==> src/rtl/uart_pkg.sv <==
// Shared UART types: serializer state encoding and frame data width.
package uart_pkg;

    typedef enum logic [2:0] {
        IDLE,
        START,
        DATA,
        PARITY,
        STOP
    } uart_tx_state_t;

    localparam int UART_DATA_BITS = 8;

endpackage

==> src/rtl/uart_tx_buffered_if.sv <==
// Enqueue/status bus between a memory-mapped wrapper (master) and the buffered UART TX (slave).
interface uart_tx_buffered_if;
    import uart_pkg::*;

    logic [UART_DATA_BITS-1:0] tx_char;
    logic                      tx_enqueue;
    logic                      tx_fifo_full;
    logic                      tx_fifo_empty;
    logic                      tx_idle;
    logic                      tx_overflow;

    modport master (
        output tx_char, tx_enqueue,
        input  tx_fifo_full, tx_fifo_empty, tx_idle, tx_overflow
    );

    modport slave (
        input  tx_char, tx_enqueue,
        output tx_fifo_full, tx_fifo_empty, tx_idle, tx_overflow
    );

endinterface

==> src/rtl/uart_tx_serializer.sv <==
// 8N1 frame serializer (8E1 with UART_TX_PARITY_EN): state machine, baud counter, shift register.
// Handshake: valid means a byte is at the FIFO head; deq pulses for one clock when that byte is consumed.
module uart_tx_serializer
    import uart_pkg::*;
#(
    parameter int BAUD_DIVIDE = 8
) (
    input  logic                      clk,
    input  logic                      reset,
    input  logic                      valid,
    input  logic [UART_DATA_BITS-1:0] data,
    output logic                      deq,
    output logic                      uart_tx,
    output uart_tx_state_t            state
);

    localparam int                BW        = (BAUD_DIVIDE > 2) ? $clog2(BAUD_DIVIDE) : 1;
    localparam logic [BW-1:0]     BAUD_LAST = BW'(BAUD_DIVIDE - 1);
    localparam logic [2:0]        BIT_LAST  = 3'(UART_DATA_BITS - 1);

    uart_tx_state_t            state_n;
    logic [BW-1:0]             baud_cnt, baud_n;
    logic [2:0]                bit_cnt, bit_n;
    logic [UART_DATA_BITS-1:0] shift, shift_n;
    logic                      tx_n;
    logic                      baud_last;
`ifdef UART_TX_PARITY_EN
    logic                      parity, parity_n;
`endif

    always_ff @(posedge clk or negedge reset) begin
        if (!reset) begin
            state    <= IDLE;
            baud_cnt <= '0;
            bit_cnt  <= '0;
            shift    <= '0;
            uart_tx  <= 1'b1;
`ifdef UART_TX_PARITY_EN
            parity   <= 1'b0;
`endif
        end else begin
            state    <= state_n;
            baud_cnt <= baud_n;
            bit_cnt  <= bit_n;
            shift    <= shift_n;
            uart_tx  <= tx_n;
`ifdef UART_TX_PARITY_EN
            parity   <= parity_n;
`endif
        end
    end

    always_comb begin
        state_n   = state;
        baud_n    = baud_cnt;
        bit_n     = bit_cnt;
        shift_n   = shift;
        deq       = 1'b0;
        tx_n      = 1'b1;
`ifdef UART_TX_PARITY_EN
        parity_n  = parity;
`endif
        baud_last = (baud_cnt == BAUD_LAST);

        if (state != IDLE) begin
            baud_n = baud_last ? '0 : baud_cnt + BW'(1);
        end

        case (state)
            IDLE: begin
                if (valid) begin
                    deq     = 1'b1;
                    shift_n = data;
`ifdef UART_TX_PARITY_EN
                    parity_n = ^data;
`endif
                    state_n = START;
                    baud_n  = '0;
                end
            end
            START: begin
                if (baud_last) begin
                    state_n = DATA;
                    bit_n   = '0;
                end
            end
            DATA: begin
                if (baud_last) begin
                    shift_n = shift >> 1;
                    bit_n   = bit_cnt + 3'd1;
                    if (bit_cnt == BIT_LAST) begin
`ifdef UART_TX_PARITY_EN
                        state_n = PARITY;
`else
                        state_n = STOP;
`endif
                    end
                end
            end
`ifdef UART_TX_PARITY_EN
            PARITY: begin
                if (baud_last) state_n = STOP;
            end
`endif
            STOP: begin
                // Chain straight into the next start bit so frames are gap-free.
                if (baud_last) begin
                    if (valid) begin
                        deq     = 1'b1;
                        shift_n = data;
`ifdef UART_TX_PARITY_EN
                        parity_n = ^data;
`endif
                        state_n = START;
                    end else begin
                        state_n = IDLE;
                    end
                end
            end
            default: state_n = IDLE;
        endcase

        // Line level is registered, so derive it from the state being entered.
        case (state_n)
            START:   tx_n = 1'b0;
            DATA:    tx_n = shift_n[0];
`ifdef UART_TX_PARITY_EN
            PARITY:  tx_n = parity_n;
`endif
            default: tx_n = 1'b1;
        endcase
    end

endmodule

==> src/rtl/uart_tx_buffered.sv <==
// Buffered UART transmitter: byte FIFO feeding uart_tx_serializer.
// Define UART_TX_PARITY_EN to append an even-parity bit to every frame.
module uart_tx_buffered
    import uart_pkg::*;
#(
    parameter int BAUD_DIVIDE = 8,
    parameter int FIFO_DEPTH  = 8
) (
    input  logic               clk,
    input  logic               reset,
    uart_tx_buffered_if.slave  bus,
    output logic               uart_tx,
    output uart_tx_state_t     tx_state
);

    localparam int AW = $clog2(FIFO_DEPTH);
    localparam int PW = AW + 1;

    logic [UART_DATA_BITS-1:0] mem [FIFO_DEPTH];
    logic [PW-1:0]             wr_ptr, rd_ptr, wr_n, rd_n;
    logic                      full_q, empty_q, overflow_q;
    logic                      do_enq, deq, fifo_valid;

    // Admission uses the registered full flag, so a same-cycle dequeue never rescues a write.
    assign do_enq     = bus.tx_enqueue && !full_q;
    assign fifo_valid = !empty_q;

    always_comb begin
        wr_n = wr_ptr;
        rd_n = rd_ptr;
        if (do_enq) wr_n = wr_ptr + PW'(1);
        if (deq)    rd_n = rd_ptr + PW'(1);
    end

    always_ff @(posedge clk or negedge reset) begin
        if (!reset) begin
            wr_ptr     <= '0;
            rd_ptr     <= '0;
            full_q     <= 1'b0;
            empty_q    <= 1'b1;
            overflow_q <= 1'b0;
        end else begin
            wr_ptr  <= wr_n;
            rd_ptr  <= rd_n;
            full_q  <= (wr_n[AW] != rd_n[AW]) && (wr_n[AW-1:0] == rd_n[AW-1:0]);
            empty_q <= (wr_n == rd_n);
            if (bus.tx_enqueue && full_q) overflow_q <= 1'b1;
        end
    end

    always_ff @(posedge clk) begin
        if (do_enq) mem[wr_ptr[AW-1:0]] <= bus.tx_char;
    end

    uart_tx_serializer #(
        .BAUD_DIVIDE (BAUD_DIVIDE)
    ) u_serializer (
        .clk     (clk),
        .reset   (reset),
        .valid   (fifo_valid),
        .data    (mem[rd_ptr[AW-1:0]]),
        .deq     (deq),
        .uart_tx (uart_tx),
        .state   (tx_state)
    );

    assign bus.tx_fifo_full  = full_q;
    assign bus.tx_fifo_empty = empty_q;
    assign bus.tx_overflow   = overflow_q;
    assign bus.tx_idle       = empty_q && (tx_state == IDLE);

endmodule

==> src/flat_wrapper.sv <==
// flat-port wrapper written by rule: the top's interface ports become plain ports
module uart_tx_buffered_flat import uart_pkg::*;
#(
    parameter int BAUD_DIVIDE = 8,
    parameter int FIFO_DEPTH  = 8
)
  (clk, reset, uart_tx, tx_state, bus_tx_char, bus_tx_enqueue, bus_tx_fifo_full, bus_tx_fifo_empty, bus_tx_idle, bus_tx_overflow);
  uart_tx_buffered_if bus_i ();
  input  logic clk;
  input  logic reset;
  output logic uart_tx;
  output uart_tx_state_t tx_state;
  input wire logic [$bits(bus_i.tx_char)-1:0] bus_tx_char;
  input wire logic [$bits(bus_i.tx_enqueue)-1:0] bus_tx_enqueue;
  output wire logic [$bits(bus_i.tx_fifo_full)-1:0] bus_tx_fifo_full;
  output wire logic [$bits(bus_i.tx_fifo_empty)-1:0] bus_tx_fifo_empty;
  output wire logic [$bits(bus_i.tx_idle)-1:0] bus_tx_idle;
  output wire logic [$bits(bus_i.tx_overflow)-1:0] bus_tx_overflow;
  assign bus_i.tx_char = bus_tx_char;
  assign bus_i.tx_enqueue = bus_tx_enqueue;
  assign bus_tx_fifo_full = bus_i.tx_fifo_full;
  assign bus_tx_fifo_empty = bus_i.tx_fifo_empty;
  assign bus_tx_idle = bus_i.tx_idle;
  assign bus_tx_overflow = bus_i.tx_overflow;
  uart_tx_buffered #(.BAUD_DIVIDE(BAUD_DIVIDE), .FIFO_DEPTH(FIFO_DEPTH)) u_core (.clk(clk), .reset(reset), .bus(bus_i), .uart_tx(uart_tx), .tx_state(tx_state));
endmodule
==> config.mk <==
export PLATFORM = sky130hd
export DESIGN_NAME = uart_tx_buffered_flat
export DESIGN_NICKNAME = d
export VERILOG_FILES = /design/src/rtl/uart_pkg.sv /design/src/rtl/uart_tx_buffered_if.sv /design/src/rtl/uart_tx_serializer.sv /design/src/rtl/uart_tx_buffered.sv /design/src/flat_wrapper.sv
export SDC_FILE = /design/constraint.sdc
export NUM_CORES = 1
export LEC_CHECK = 0
export ABC_AREA = 0
export CORE_MARGIN = 4
export CORE_UTILIZATION = 35
export CTS_CLUSTER_DIAMETER = 50
export DETAILED_ROUTE_END_ITERATION = 16
export PLACE_DENSITY = 0.51
export SLEW_MARGIN = 20
export SYNTH_ARGS = -nofsm -noshare
export SYNTH_HDL_FRONTEND = slang
export SYNTH_HIERARCHICAL = 1
export SYNTH_SLANG_ARGS = --single-unit
==> constraint.sdc <==
create_clock -name clk -period 3.8 [get_ports clk]
set_input_delay 0.57 -clock clk [delete_from_list [all_inputs] [get_ports clk]]
set_output_delay 0.57 -clock clk [all_outputs]
set_load 0.1 [all_outputs]
==> results.json <==
{
  "status": "finished clean",
  "synth_fp_nets": 249,
  "crit_fanout": 17,
  "synthCells": 231,
  "ys_types": 44,
  "hold_viol": 0,
  "synth-seq-cells": 93,
  "placed_cells": 387,
  "netlist_area_um2": 4020,
  "max_slew_margin_pct": 35.1,
  "cts_buffers": 9,
  "fin_nets": 276,
  "timing_worst_slew_pin_value_ns": 0.970,
  "fmax_ghz": 0.357,
  "avgSynthCellArea_um2": 17.4,
  "synth-xor-area-share_pct": 3.49,
  "final_common_cell": "edfxtp_1",
  "wl_per_cell_um": 17.9,
  "p_leak_nw": 1.75,
  "critPathArrivalTime_ns": 2.23,
  "die_x_um": 115,
  "fp.dieH_um": 115,
  "grt.overflow.total": 0,
  "hold-path-cell-count": 1,
  "initial_utilization_pct": 36.4,
  "port_buffers": 18,
  "layout-drive-gt1-share_pct": 16.7,
  "area_growth_pct": 15.7,
  "clockBufferDepth": 2,
  "synth_top_family_by_area": "multiplexers",
  "drtAntennaViolNets": 0,
  "cp_cell_sequence": "clkdlybuf4s50_1",
  "place_hpwl_um": 4550,
  "pre_cts_ws_ns": 1.06,
  "drv_slew": 0,
  "gp_congestion": 0.732,
  "maxCapViolations": 0,
  "cts.sinks": 93,
  "clk_latency_ns": 0.35,
  "path_depth": 1,
  "hold_ws_ns": 0.466,
  "fin_worst_skew_ns": 0.00827,
  "min_period_over_period_pct": 73.7,
  "num_vias": 2035,
  "layout_common_cells": "64 x edfxtp_1, 27 x dfrtp_1, 17 x clkdlybuf4s50_1, 16 x mux4_1, 11 x mux2_2",
  "synth_top_area_share_pct": 47.9,
  "vdd_drop_max_mv": 0.321,
  "critPathCaptureType": "output port",
  "clockRootBuffer": "clkbuf_16",
  "tns_ns": 0,
  "crit_type": "reg -> out",
  "drc": 0,
  "finalSetupViolCount": 0,
  "fillers": 996,
  "cts_resized": 0,
  "ys.flop_type": "edfxtp_1",
  "first_pass_iters": 4,
  "cts_tree": "done",
  "period_minus_slack_ns": 2.80,
  "seq_area_um2": 2650,
  "crit_family": "buffers and inverters",
  "synthAdderAreaFrac_pct": 2.18,
  "slowest_delay_ns": 1.23,
  "io_pins": 19,
  "rows": 38,
  "path_buf_inv": 1,
  "grt_max_degree": 30,
  "globalRouteTotalUtil_pct": 12.1,
  "setup_ws_ns": 1.00,
  "synth.area.top_cells": "edfxtp_1 48%, dfrtp_1 17%, mux4_1 10%",
  "clkTransAtPathRegs_ns": 0.07,
  "wirelength_um": 7200,
  "layoutNonFillerInstCount": 403,
  "synth_compound_area_share_pct": 4.11,
  "first_iter_violations": 164,
  "ys_async_sr_fraction_pct": 31.2,
  "antenna_found_initial": 0,
  "post-cts-setup-buffers": 0,
  "cp-start-kind": "flip-flop",
  "finish.instance_area_um2": 4650,
  "antenna_cells": 0,
  "grt_pass1_vias": 2072,
  "rsz0062_at_grt": "no",
  "yosysWarningCount": 6,
  "grt_pass1_wl_um": 11800,
  "synth_edf_count": 64,
  "min_path_type": "reg -> reg",
  "dpl_cell_area_um2": 4360,
  "multiInputGateArea_um2": 1260,
  "muxShareOfSynthArea_pct": 14.0,
  "core_area_um2": 11000,
  "hold_buffers": 0,
  "powerDensity_nw_per_um2": 569,
  "reg2reg_depth": 9,
  "ctsHtreeMaxLevel": 3,
  "ys_seq_area_share_pct": 66.0,
  "critPathRequiredTime_ns": 3.23,
  "synthSimpleGateAreaFrac_pct": 7.45,
  "critical-path-slowest-cell": "clkdlybuf4s50_1",
  "vias_per_cell": 5.05,
  "yosysTopAreaCell": "edfxtp_1",
  "die-area_um2": 13300
}
-- state kept, by name, summed over array words and instances (netlist names) --
| signal | flops |
|---|---|
| u_core/mem | 64 |
| u_core/u_serializer/shift | 8 |
| u_core/rd_ptr | 4 |
| u_core/wr_ptr | 4 |
| u_core/u_serializer/baud_cnt | 3 |
| u_core/u_serializer/bit_cnt | 3 |
| u_core/u_serializer/state | 3 |
| u_core/bus.tx_fifo_empty | 1 |
| u_core/bus.tx_fifo_full | 1 |
| u_core/bus.tx_overflow | 1 |
| u_core/u_serializer/uart_tx | 1 |
-- metal layers --
layer / track usage [%] / up-vias / part of all wire, %
met3: 3.37 / 7 / 4.1
met2: 18.4 / 38 / 49
met1: 16.0 / 1022 / 46
met5: 0 / - / 0
met4: 5.95 / 0 / 1.7
li1: - / 968 / -
-- power by group --
group	internal (W)	switching [W]
logic	0.000194	0.000297
registers	0.00124	0.0000613
clock network	0.000452	0.000401
total	0.00188	0.000759
-- area by class of cell --
cell class	instances	area share (%)
clock buffers	9	4.85
clock inverters	7	1.35
inverters	9	0.727
multi-input cells	119	27.2
flip-flops and latches	93	57.0
well taps	140	3.77
repair buffers	26	5.12
-- cell families (layout without fill, tap and decap cells) --
kind of cell	after synthesis	count (layout)
AOI/OAI and AO/OA	22	22
xor gates and xnor gates	11	11
adders and majority gates	7	7
buffers and inverters	19	51
DFF	93	93
muxes	29	29
and+or+nand+nor	50	50
-- stage by stage --
| step | total power (W) | utilization (%) |
|---|---|---|
| 3_3_place_gp | 0.00182 | 39.5 |
| 6_report | 0.00264 | 42.1 |
| 5_1_grt | 0.00277 | 42.1 |
| 2_1_floorplan | 0.00166 | - |
| 3_5_place_dp | 0.00182 | 39.5 |
| 4_1_cts | 0.00269 | 42.1 |
-- synthesized netlist by cell type, types with 5 or more instances --
master	instances
dfrtp_1	27
nor3_1	5
mux2_2	11
xor2_1	5
mux4_1	16
nor2_1	10
nand2b_1	5
nand2_1	10
ha_1	7
nand3b_1	7
inv_1	9
a222oi_1	6
o21ai_0	5
edfxtp_1	64
-- worst paths after layout --
check / slack (ns) / to / start
max in group asynchronous: 2.85 / u_core/u_serializer/uart_tx / reset
min reg2reg: 0.47 / u_core/bus.tx_overflow / u_core/bus.tx_overflow
min in group asynchronous: 0.62 / u_core/u_serializer/shift[7] / reset
min: 0.47 / u_core/bus.tx_overflow / u_core/bus.tx_overflow
max: 1.00 / tx_state[1] / u_core/u_serializer/state[1]
max reg2reg: 1.07 / u_core/bus.tx_fifo_empty / u_core/u_serializer/baud_cnt[0]
Note: power is estimated with default switching activity, not from simulation.
